$ cat config.mk
export PLATFORM = sky130hd
export DESIGN_NAME = spi_master_gen
export DESIGN_NICKNAME = d
export VERILOG_FILES = /design/src/rtl/spi_master_gen.sv
export SDC_FILE = /design/constraint.sdc
export NUM_CORES = 1
export LEC_CHECK = 0
export BUFFER_PORTS_ARGS = -buffer_cell sky130_fd_sc_hd__buf_4
export CORE_ASPECT_RATIO = 1.1
export CORE_UTILIZATION = 54
export CTS_BUF_LIST = sky130_fd_sc_hd__clkbuf_8
export CTS_CLUSTER_SIZE = 25
export DETAILED_ROUTE_END_ITERATION = 16
export PLACE_DENSITY_LB_ADDON = 0.1
export SYNTH_ARGS = -nofsm -noshare
export SYNTH_HDL_FRONTEND = slang
export SYNTH_SLANG_ARGS = --single-unit
export TNS_END_PERCENT = 5
$ cat constraint.sdc
create_clock -name clk -period 3.03 [get_ports clk]
set_input_delay 0.303 -clock clk [delete_from_list [all_inputs] [get_ports clk]]
set_output_delay 0.303 -clock clk [all_outputs]
set_load 0.02 [all_outputs]
$ cat src/rtl/spi_master_gen.sv
// spi_master_gen: SPI master with configurable word width, compile-time CPOL/CPHA,
// MSB/LSB-first ordering and one-hot active-low slave selects.
// sck is derived in the clk domain: each half-period lasts HALF = FCLK/(2*BAUDRATE)
// clk cycles (at least one).
// Optional feature macro: SPI_MASTER_GEN_BURST_EN -- a start in the done cycle chains
// the next word straight into SETUP, with no GAP and no select glitch.
module spi_master_gen #(
  parameter int unsigned FCLK      = 100000000,
  parameter int unsigned BAUDRATE  = 9600,
  parameter int unsigned WIDTH     = 8,
  parameter int unsigned NSS       = 1,
  parameter int unsigned CPOL      = 0,
  parameter int unsigned CPHA      = 0,
  parameter int unsigned LSB_FIRST = 0,
  localparam int unsigned CSW      = (NSS > 1) ? $clog2(NSS) : 1
) (
  input  logic             clk,
  input  logic             rst,
  input  logic             start,
  input  logic [CSW-1:0]   cs_sel,
  input  logic [WIDTH-1:0] tx,
  output logic [WIDTH-1:0] rx,
  output logic             busy,
  output logic             done,
  output logic [NSS-1:0]   ss,
  output logic             sck,
  output logic             mosi,
  input  logic             miso
);

  localparam int unsigned HALF_RAW = FCLK / (2 * BAUDRATE);
  localparam int unsigned HALF     = (HALF_RAW == 0) ? 1 : HALF_RAW;
  localparam int unsigned DIVW     = (HALF > 1) ? $clog2(HALF) : 1;
  localparam int unsigned EDGES    = 2 * WIDTH;
  localparam int unsigned EW       = $clog2(EDGES + 1);
  localparam bit          CPOL_B   = (CPOL != 0);
  localparam bit          CPHA_B   = (CPHA != 0);
  localparam bit          LSBF     = (LSB_FIRST != 0);

  typedef enum logic [2:0] {
    ST_IDLE  = 3'd0,
    ST_SETUP = 3'd1,
    ST_XFER  = 3'd2,
    ST_HOLD  = 3'd3,
    ST_GAP   = 3'd4
  } state_e;

  state_e           state_q, state_d;
  logic [DIVW-1:0]  div_q, div_d;
  logic [EW-1:0]    edge_q, edge_d;
  logic [CSW-1:0]   cs_q, cs_d;
  logic [WIDTH-1:0] txsh_q, txsh_d;
  logic [WIDTH-1:0] rxsh_q, rxsh_d;
  logic [WIDTH-1:0] rx_q, rx_d;
  logic [NSS-1:0]   ss_q, ss_d;
  logic             busy_q, busy_d;
  logic             done_q, done_d;
  logic             sck_q, sck_d;
  logic             mosi_q, mosi_d;

  logic tick_c;
  logic accept_c;
  logic toggle_c;
  logic lead_c;
  logic trail_c;
  logic last_c;
  logic sample_c;
  logic shift_c;
  logic drive_first_c;

  // First bit on the wire for a given word
  function automatic logic first_bit(input logic [WIDTH-1:0] w);
    return LSBF ? w[0] : w[WIDTH-1];
  endfunction

  // Advance the transmit word by one bit position
  function automatic logic [WIDTH-1:0] shift_out(input logic [WIDTH-1:0] w);
    return LSBF ? (w >> 1) : (w << 1);
  endfunction

  // Insert a received bit so the final word has the same ordering as tx
  function automatic logic [WIDTH-1:0] shift_in(input logic [WIDTH-1:0] w, input logic b);
    return LSBF ? {b, w[WIDTH-1:1]} : {w[WIDTH-2:0], b};
  endfunction

  // Edge classification of the current half-period end
  always_comb begin
    tick_c        = (div_q == DIVW'(HALF - 1));
    toggle_c      = (state_q == ST_XFER) && tick_c;
    lead_c        = toggle_c && !edge_q[0];
    trail_c       = toggle_c && edge_q[0];
    last_c        = (edge_q == EW'(EDGES - 1));
    sample_c      = CPHA_B ? trail_c : lead_c;
    shift_c       = CPHA_B ? (lead_c && (edge_q != '0)) : (trail_c && !last_c);
    drive_first_c = CPHA_B && lead_c && (edge_q == '0);
  end

  // State register
  always_ff @(posedge clk or posedge rst) begin
    if (rst) begin
      state_q <= ST_IDLE;
    end else begin
      state_q <= state_d;
    end
  end

  // Next-state logic: phase sequencing and divider/edge counters
  always_comb begin
    state_d  = state_q;
    div_d    = div_q;
    edge_d   = edge_q;
    accept_c = 1'b0;
    case (state_q)
      ST_IDLE: begin
        div_d  = '0;
        edge_d = '0;
        if (start) begin
          state_d  = ST_SETUP;
          accept_c = 1'b1;
        end
      end
      ST_SETUP: begin
        if (tick_c) begin
          state_d = ST_XFER;
          div_d   = '0;
        end else begin
          div_d = div_q + DIVW'(1);
        end
      end
      ST_XFER: begin
        if (tick_c) begin
          div_d  = '0;
          edge_d = edge_q + EW'(1);
          if (last_c) begin
            state_d = ST_HOLD;
          end
        end else begin
          div_d = div_q + DIVW'(1);
        end
      end
      ST_HOLD: begin
        if (tick_c) begin
          div_d  = '0;
          edge_d = '0;
`ifdef SPI_MASTER_GEN_BURST_EN
          if (start) begin
            state_d  = ST_SETUP;
            accept_c = 1'b1;
          end else begin
            state_d = ST_GAP;
          end
`else
          state_d = ST_GAP;
`endif
        end else begin
          div_d = div_q + DIVW'(1);
        end
      end
      ST_GAP: begin
        if (tick_c) begin
          state_d = ST_IDLE;
          div_d   = '0;
        end else begin
          div_d = div_q + DIVW'(1);
        end
      end
      default: begin
        state_d = ST_IDLE;
        div_d   = '0;
        edge_d  = '0;
      end
    endcase
  end

  // Output/datapath next values; every output is registered from these
  always_comb begin
    cs_d   = cs_q;
    txsh_d = txsh_q;
    rxsh_d = rxsh_q;
    rx_d   = rx_q;
    sck_d  = sck_q;
    mosi_d = mosi_q;
    done_d = 1'b0;
    busy_d = (state_d != ST_IDLE);
    ss_d   = '1;

    if (accept_c) begin
      cs_d   = cs_sel;
      txsh_d = tx;
      rxsh_d = '0;
      mosi_d = CPHA_B ? 1'b0 : first_bit(tx);
    end

    if (toggle_c) begin
      sck_d = ~sck_q;
    end

    if (sample_c) begin
      rxsh_d = shift_in(rxsh_q, miso);
    end

    if (shift_c) begin
      txsh_d = shift_out(txsh_q);
      mosi_d = first_bit(shift_out(txsh_q));
    end

    if (drive_first_c) begin
      mosi_d = first_bit(txsh_q);
    end

    // The last HOLD cycle is the done cycle; rx is published with it
    if ((state_d == ST_HOLD) && (div_d == DIVW'(HALF - 1))) begin
      done_d = 1'b1;
      rx_d   = rxsh_d;
    end

    // Out-of-range selects match no line, so all stay high
    if ((state_d == ST_SETUP) || (state_d == ST_XFER) || (state_d == ST_HOLD)) begin
      for (int i = 0; i < int'(NSS); i++) begin
        if (cs_d == CSW'(i)) begin
          ss_d[i] = 1'b0;
        end
      end
    end
  end

  // Datapath and output registers
  always_ff @(posedge clk or posedge rst) begin
    if (rst) begin
      div_q  <= '0;
      edge_q <= '0;
      cs_q   <= '0;
      txsh_q <= '0;
      rxsh_q <= '0;
      rx_q   <= '0;
      ss_q   <= '1;
      busy_q <= 1'b0;
      done_q <= 1'b0;
      sck_q  <= CPOL_B;
      mosi_q <= 1'b0;
    end else begin
      div_q  <= div_d;
      edge_q <= edge_d;
      cs_q   <= cs_d;
      txsh_q <= txsh_d;
      rxsh_q <= rxsh_d;
      rx_q   <= rx_d;
      ss_q   <= ss_d;
      busy_q <= busy_d;
      done_q <= done_d;
      sck_q  <= sck_d;
      mosi_q <= mosi_d;
    end
  end

  assign rx   = rx_q;
  assign busy = busy_q;
  assign done = done_q;
  assign ss   = ss_q;
  assign sck  = sck_q;
  assign mosi = mosi_q;

endmodule

==> impl_results.md, run 1 <==
- TritonCTS Buffers: 5
- Biggest cell delay along the critical path: 0.65 ns
- Worst Path Required: 3.23 ns
- Setup-failing EPs final: 0
- Fin nets: 296
- Finished Layout Cells: 335
- Final Slew Violations: 0
- Crit-path cells: or4b_4 -> or4_4 -> mux2i_4 -> and3b_2 -> nand4_4 -> mux2_2
- Commonest non-fill, non-tap cells in the layout: dfrtp_1, nand2_1, buf_4
- Startpoint Class: register
- Setup TNS: 0 ns
- Core area: 0.00438 sq mm
- Max Cap Violations: 0
- Worst skew pair latency: 0.31 ns
- CTS resizes: 0
- Worst path arrival time: 2.96 ns
- GRT Total Usage: 0.218
- Placed cells: 327
- Area growth from synthesis to layout: 13.8%
- Share of layout cells above drive strength 1: 0.210
- Relative slew slack: 0.322
- Buffers on Ports: 25
- Initial antenna violation count: 0
- Tcrit/Tclk final: 0.910
- RSZ-0062 raised after global routing: no
- Die width: 67.0 um
- HPWL after DPL: 3300 um
- Worst IR Drop VDD: 0.000315 V
- Synth Cell Area: 0.00251 sq mm
- Hold buffer count at cts: 0
- LEAKAGE: 1.36 nW
- Post-CTS setup buffers: 0
- PwrDens: 518 mW/mm^2
- Row count: 25
- Chip Height: 73.5 um
- Vias per inst: 5.64
- Fmax: 363 MHz
- Power Total: 1.48 mW
- Largest net degree at the start of global routing: 51
- Worst hold path type: input pin to register
- I/O pins: 26
- CTS Sinks: 50
- Slowest cell on crit path: or4_4
- TritonCTS clock tree: done
- Status: finished clean
- Clock root buffer: clkbuf_8
- Yosys synthesis warning count: 0
- Share of the yosys chip area belonging to registers: 0.500
- Via count: 1889
- Final Wtd Congestion: 0.819
- CP Class: register to register
- Crit path time final: 2.76 ns
- Remaining Overflow, GRT: 0
- Crit Path Max Fanout: 11
- Worst Skew: 0.0103 ns
- Per-cell routed wire length: 14.2 um
- Crit. End Element: register
- WL final: 4770 um
- FFs w/ async S/R, synth: 1.00
- Total die area: 0.00492 sq mm
- Synth Flop Type: dfrtp_1
- Synthesized flop and latch total: 50
- Syn Area/Cell: 9.99 sq um
- Commonest non-fill, non-tap cell in the layout: dfrtp_1
- Initial Utilization: 0.573
- EDFF count, synth: 0
- Vias in the first global route: 1810
- Post-DRT Antenna Nets: 0
- Drt first-iter violations: 128
- Net Count, Synth: 267
- H-tree levels: 2
- Drc violations: 0
- Synth cell types: 48
- First-pass GRT wire length: 8000 um
- Clock-pin slew on the worst setup and hold paths: 0.09 ns
- Antenna cells: 0
- Clk buf depth: 2
- Cell count after synthesis: 251
- First-pass iteration count of the detailed router: 4
- Worst-Margin Slew: 1.01 ns
- Final hold violation count: 0
[worst max-delay path, delay by kind of cell (launching register included)]
family,cells,cell delay [ns]
and+or+nand+nor,4,1.62
DFF,1,0.44
muxes,2,0.60
[stage by stage]
step | instance area, sq um | setup slack (ns) | util | hold WS (ns)
2_1_floorplan | 2510 | 0.507 | - | 0.423
3_3_place_gp | 2770 | 0.339 | 0.631 | 0.454
3_5_place_dp | 2770 | 0.282 | 0.631 | 0.460
4_1_cts | 2850 | 0.280 | 0.651 | 0.203
5_1_grt | 2850 | 0.227 | 0.651 | 0.220
6_report | 2850 | 0.273 | 0.651 | 0.213
[worst paths after layout]
path                           from       end  slack [ns]  cells past startpoint
max in group asynchronous       rst  div_q[5]        2.16                      2
min                          cs_sel      cs_q        0.21                      3
min in group asynchronous       rst     rx[4]        0.23                      2
max reg2reg                div_q[9]     rx[3]        0.27                      6
min reg2reg                     sck       sck        0.48                      1
max                        div_q[9]     rx[3]        0.27                      6
[cell families (layout without fill, tap and decap cells)]
| family | Yosys count | count (layout) | synth area share |
|---|---|---|---|
| xor+xnor | 13 | 13 | 0.0454 |
| fa+ha+maj | 3 | 3 | 0.0150 |
| flops | 50 | 50 | 0.500 |
| mux | 11 | 11 | 0.0534 |
| simple gates | 113 | 113 | 0.247 |
| buf+inv | 16 | 46 | 0.0284 |
| compound gates | 45 | 45 | 0.111 |
[flip-flops by register name (all words and copies together), names as in the netlist]
register and flops:
div_q 13, rx 8, rxsh_q 8, txsh_q 7, edge_q 5, state_q 3
busy 1, cs_q 1, done 1, mosi 1, sck 1, ss 1
[synthesized netlist by cell type (2+ instances only)]
| cell | number | area share |
|---|---|---|
| dfrtp_1 | 49 | 0.49 |
| nand2_1 | 45 | 0.067 |
| nor2_1 | 19 | 0.028 |
| o21ai_0 | 14 | 0.028 |
| a21oi_1 | 9 | 0.018 |
| a22oi_1 | 9 | 0.027 |
| mux2_2 | 9 | 0.040 |
| inv_1 | 8 | 0.012 |
| xnor2_1 | 8 | 0.028 |
| clkbuf_1 | 6 | 0.0090 |
| nand2b_1 | 5 | 0.012 |
| nand3_1 | 5 | 0.010 |
| nand4_1 | 5 | 0.012 |
| nor2b_1 | 5 | 0.012 |
| xor2_1 | 5 | 0.017 |
| and2_1 | 4 | 0.010 |
| a31oi_1 | 3 | 0.0075 |
| and3_1 | 3 | 0.0075 |
| ha_1 | 3 | 0.015 |
| a31o_2 | 2 | 0.0070 |
| and4_1 | 2 | 0.0070 |
| nand3b_1 | 2 | 0.0060 |
| nor3_1 | 2 | 0.0040 |
| nor4_1 | 2 | 0.0050 |
| nor4_4 | 2 | 0.017 |
| nor4b_1 | 2 | 0.0070 |
| o21ai_1 | 2 | 0.0040 |
[layout make-up]
| type | instances | area, sq um |
|---|---|---|
| clock buffers | 5 | 68.8 |
| clock inverters | 3 | 18.8 |
| fillers | 365 | 1530 |
| inverters | 8 | 30.0 |
| multi-input cells | 185 | 1190 |
| flip-flops and latches | 50 | 1250 |
| well taps | 54 | 67.6 |
| repair buffers | 30 | 225 |
[metal layers]
metal / GRT usage / vias up / wire length [um]
met5: 0 / - / 0
met4: 0.0946 / 0 / 99
met3: 0.0512 / 8 / 170
met1: 0.276 / 909 / 2220
li1: - / 936 / -
met2: 0.356 / 36 / 2280
[where the power goes]
group	internal, mW	switching [mW]	leakage, nW	total [mW]
sequential	0.747	0.0749	0.663	0.822
clock	0.160	0.229	0.0416	0.388
combinational	0.124	0.143	0.652	0.267
total	1.03	0.446	1.36	1.48
(Power assumes the default switching activity.)
==> inputs of run 2 (changes only) <==
REMOVE_ABC_BUFFERS = 1   (was unset)
==> run 2 against run 1 <==
Compared with the run above: clock power shrank 3%; power shrank 0.69%; wire length shrank 1.8%; die area is the same; design area grew 0.26%; register-to-register slack is essentially flat; via count shrank 1.3%; maximum frequency grew 0.12%; largest cell class unchanged; largest power group unchanged.
==> impl_results.md, run 2 (synthesized netlist as in run 1, its figures left out) <==
- Status: finished clean
- Worst r2r src: div_q[9]
- Per-cell routed wire length: 13.9 um (-2.1%)
- Min Hold Slack: 0.224 ns (+0.0110 ns)
- Die width: 67.0 um (unchanged)
- First-pass GRT wire length: 8260 um (+3.2%)
- LEAKAGE: 1.36 nW (+0.39%)
- Worst skew pair latency: 0.30 ns (about the same)
- Setup-failing EPs final: 0 (unchanged)
- RSZ-0062 raised after global routing: no
- Area growth from synthesis to layout: 14.1%
- H-tree levels: 2 (unchanged)
- Initial Utilization: 0.573 (unchanged)
- Crit. End Element: register
- Hold buffer count at cts: 0 (unchanged)
- Row count: 25 (unchanged)
- Drc violations: 0 (unchanged)
- Clock root buffer: clkbuf_8
- Crit path time final: 2.75 ns (-0.00319 ns)
- Clock-pin slew on the worst setup and hold paths: 0.09 ns (about the same)
- Antenna cells: 0 (unchanged)
- First-pass iteration count of the detailed router: 4 (unchanged)
- RR Endpoint: rx[6]
- Worst IR Drop VDD: 0.000398 V (+26%)
- Clk buf depth: 2 (unchanged)
- HPWL after DPL: 3350 um (+1.4%)
- Buffers on Ports: 25 (unchanged)
- Share of layout cells above drive strength 1: 0.213 (+0.00280)
- TritonCTS Buffers: 5 (unchanged)
- Vias per inst: 5.55 (-1.6%)
- Initial antenna violation count: 0 (unchanged)
- Final hold violation count: 0 (unchanged)
- Tcrit/Tclk final: 0.909 (-0.00105)
- # fillers: 358 (-1.9%)
- Core area: 0.00438 sq mm (unchanged)
- Worst Path Required: 3.22 ns (about the same)
- Post-DRT Antenna Nets: 0 (unchanged)
- Startpoint Class: register
- Vias in the first global route: 1796 (-0.77%)
- Crit Path Max Fanout: 11 (unchanged)
- Most flop-heavy register: div_q
- Max Cap Violations: 0 (unchanged)
- Post-CTS setup buffers: 0 (unchanged)
- WL final: 4690 um (-1.8%)
- Max reg flops: 13 (unchanged)
- CTS resizes: 0 (unchanged)
- Remaining Overflow, GRT: 0 (unchanged)
- Final Wtd Congestion: 0.827 (+1.0%)
- Commonest non-fill, non-tap cells in the layout: dfrtp_1, nand2_1, buf_4
- Total die area: 0.00492 sq mm (unchanged)
- Commonest non-fill, non-tap cell in the layout: dfrtp_1
- Worst hold path type: input pin to register
- Hold Path End: cs_q
- Relative slew slack: 0.331 (+0.00894)
- Worst path arrival time: 2.94 ns (-0.02 ns)
- Largest net degree at the start of global routing: 51 (unchanged)
- PwrDens: 513 mW/mm^2 (-0.95%)
- R2r worst-path depth: 6 (unchanged)
- Drt first-iter violations: 238 (+86%)
- Fmax: 363 MHz (+0.12%)
- CP Class: register to register
- TritonCTS clock tree: done
- Hold Crit Start: cs_sel
- Worst Skew: 0.00521 ns (-0.00511 ns)
- GRT Total Usage: 0.220 (+0.00153)
- CTS Sinks: 50 (unchanged)
- FF-to-FF setup slack: 0.28 ns (about the same)
- Hold path depth: 3 (unchanged)
- Final Slew Violations: 0 (unchanged)
- I/O pins: 26 (unchanged)
- Worst-Margin Slew: 1.00 ns (-0.0134 ns)
- Chip Height: 73.5 um (unchanged)
- Via count: 1864 (-1.3%)
- Fin nets: 297 (+0.34%)
- Setup TNS: 0 ns (unchanged)
## run 2: layout make-up
| type | count | area, sq um | share of cell area |
|---|---|---|---|
| clock buffer | 5 | 68.8 | 0.0241 |
| clock inverter | 3 | 18.8 | 0.00656 |
| inverter | 8 | 30.0 | 0.0105 |
| multi-input combinational | 185 | 1190 | 0.416 |
| sequential | 50 | 1250 | 0.438 |
| tap | 54 | 67.6 | 0.0236 |
| timing repair buffer | 31 | 233 | 0.0814 |
## run 2: per-stage QoR
stage | utilization | setup slack (ns) | std cells | power, mW | cell area, sq um
3_3_place_gp | 0.633 | 0.339 | 328 | 1.10 | 2770
3_5_place_dp | 0.633 | 0.282 | 328 | 1.11 | 2770
5_1_grt | 0.653 | 0.232 | 336 | 1.55 | 2860
2_1_floorplan | - | 0.222 | 243 | 1.02 | 2470
6_report | 0.653 | 0.277 | 336 | 1.47 | 2860
4_1_cts | 0.653 | 0.278 | 336 | 1.48 | 2860
## run 2: critical path: stages, from the launching register on
cell and delay (ns):
dfrtp_1 0.44, or4b_4 0.57, or4_4 0.65, mux2i_4 0.24, and3b_2 0.23, nand4_4 0.17
mux2_2 0.36
## run 2: layer usage
| metal | global-route usage | vias to the layer above | wire [um] |
|---|---|---|---|
| met5 | 0 | - | 0 |
| met4 | 0.0662 | 0 | 37 |
| met3 | 0.0435 | 4 | 111 |
| met2 | 0.351 | 28 | 2310 |
| met1 | 0.302 | 890 | 2230 |
| li1 | - | 942 | - |
## run 2: worst max path at each step
| stage | startpoint | to | cells after the start |
|---|---|---|---|
| 3_5_place_dp | div_q[9] | rx[6] | 6 |
| 2_1_floorplan | state_q[0] | rx[0] | 6 |
| 4_1_cts | div_q[9] | rx[6] | 6 |
| 6_report | div_q[9] | rx[6] | 6 |
| 5_1_grt | div_q[9] | rx[4] | 6 |
| 3_3_place_gp | div_q[9] | rx[0] | 6 |
## run 2: report_power, final
part | total (mW) | switching, mW | internal [mW]
clock network | 0.376 | 0.216 | 0.160
logic | 0.270 | 0.144 | 0.126
registers | 0.821 | 0.0748 | 0.747
total | 1.47 | 0.435 | 1.03
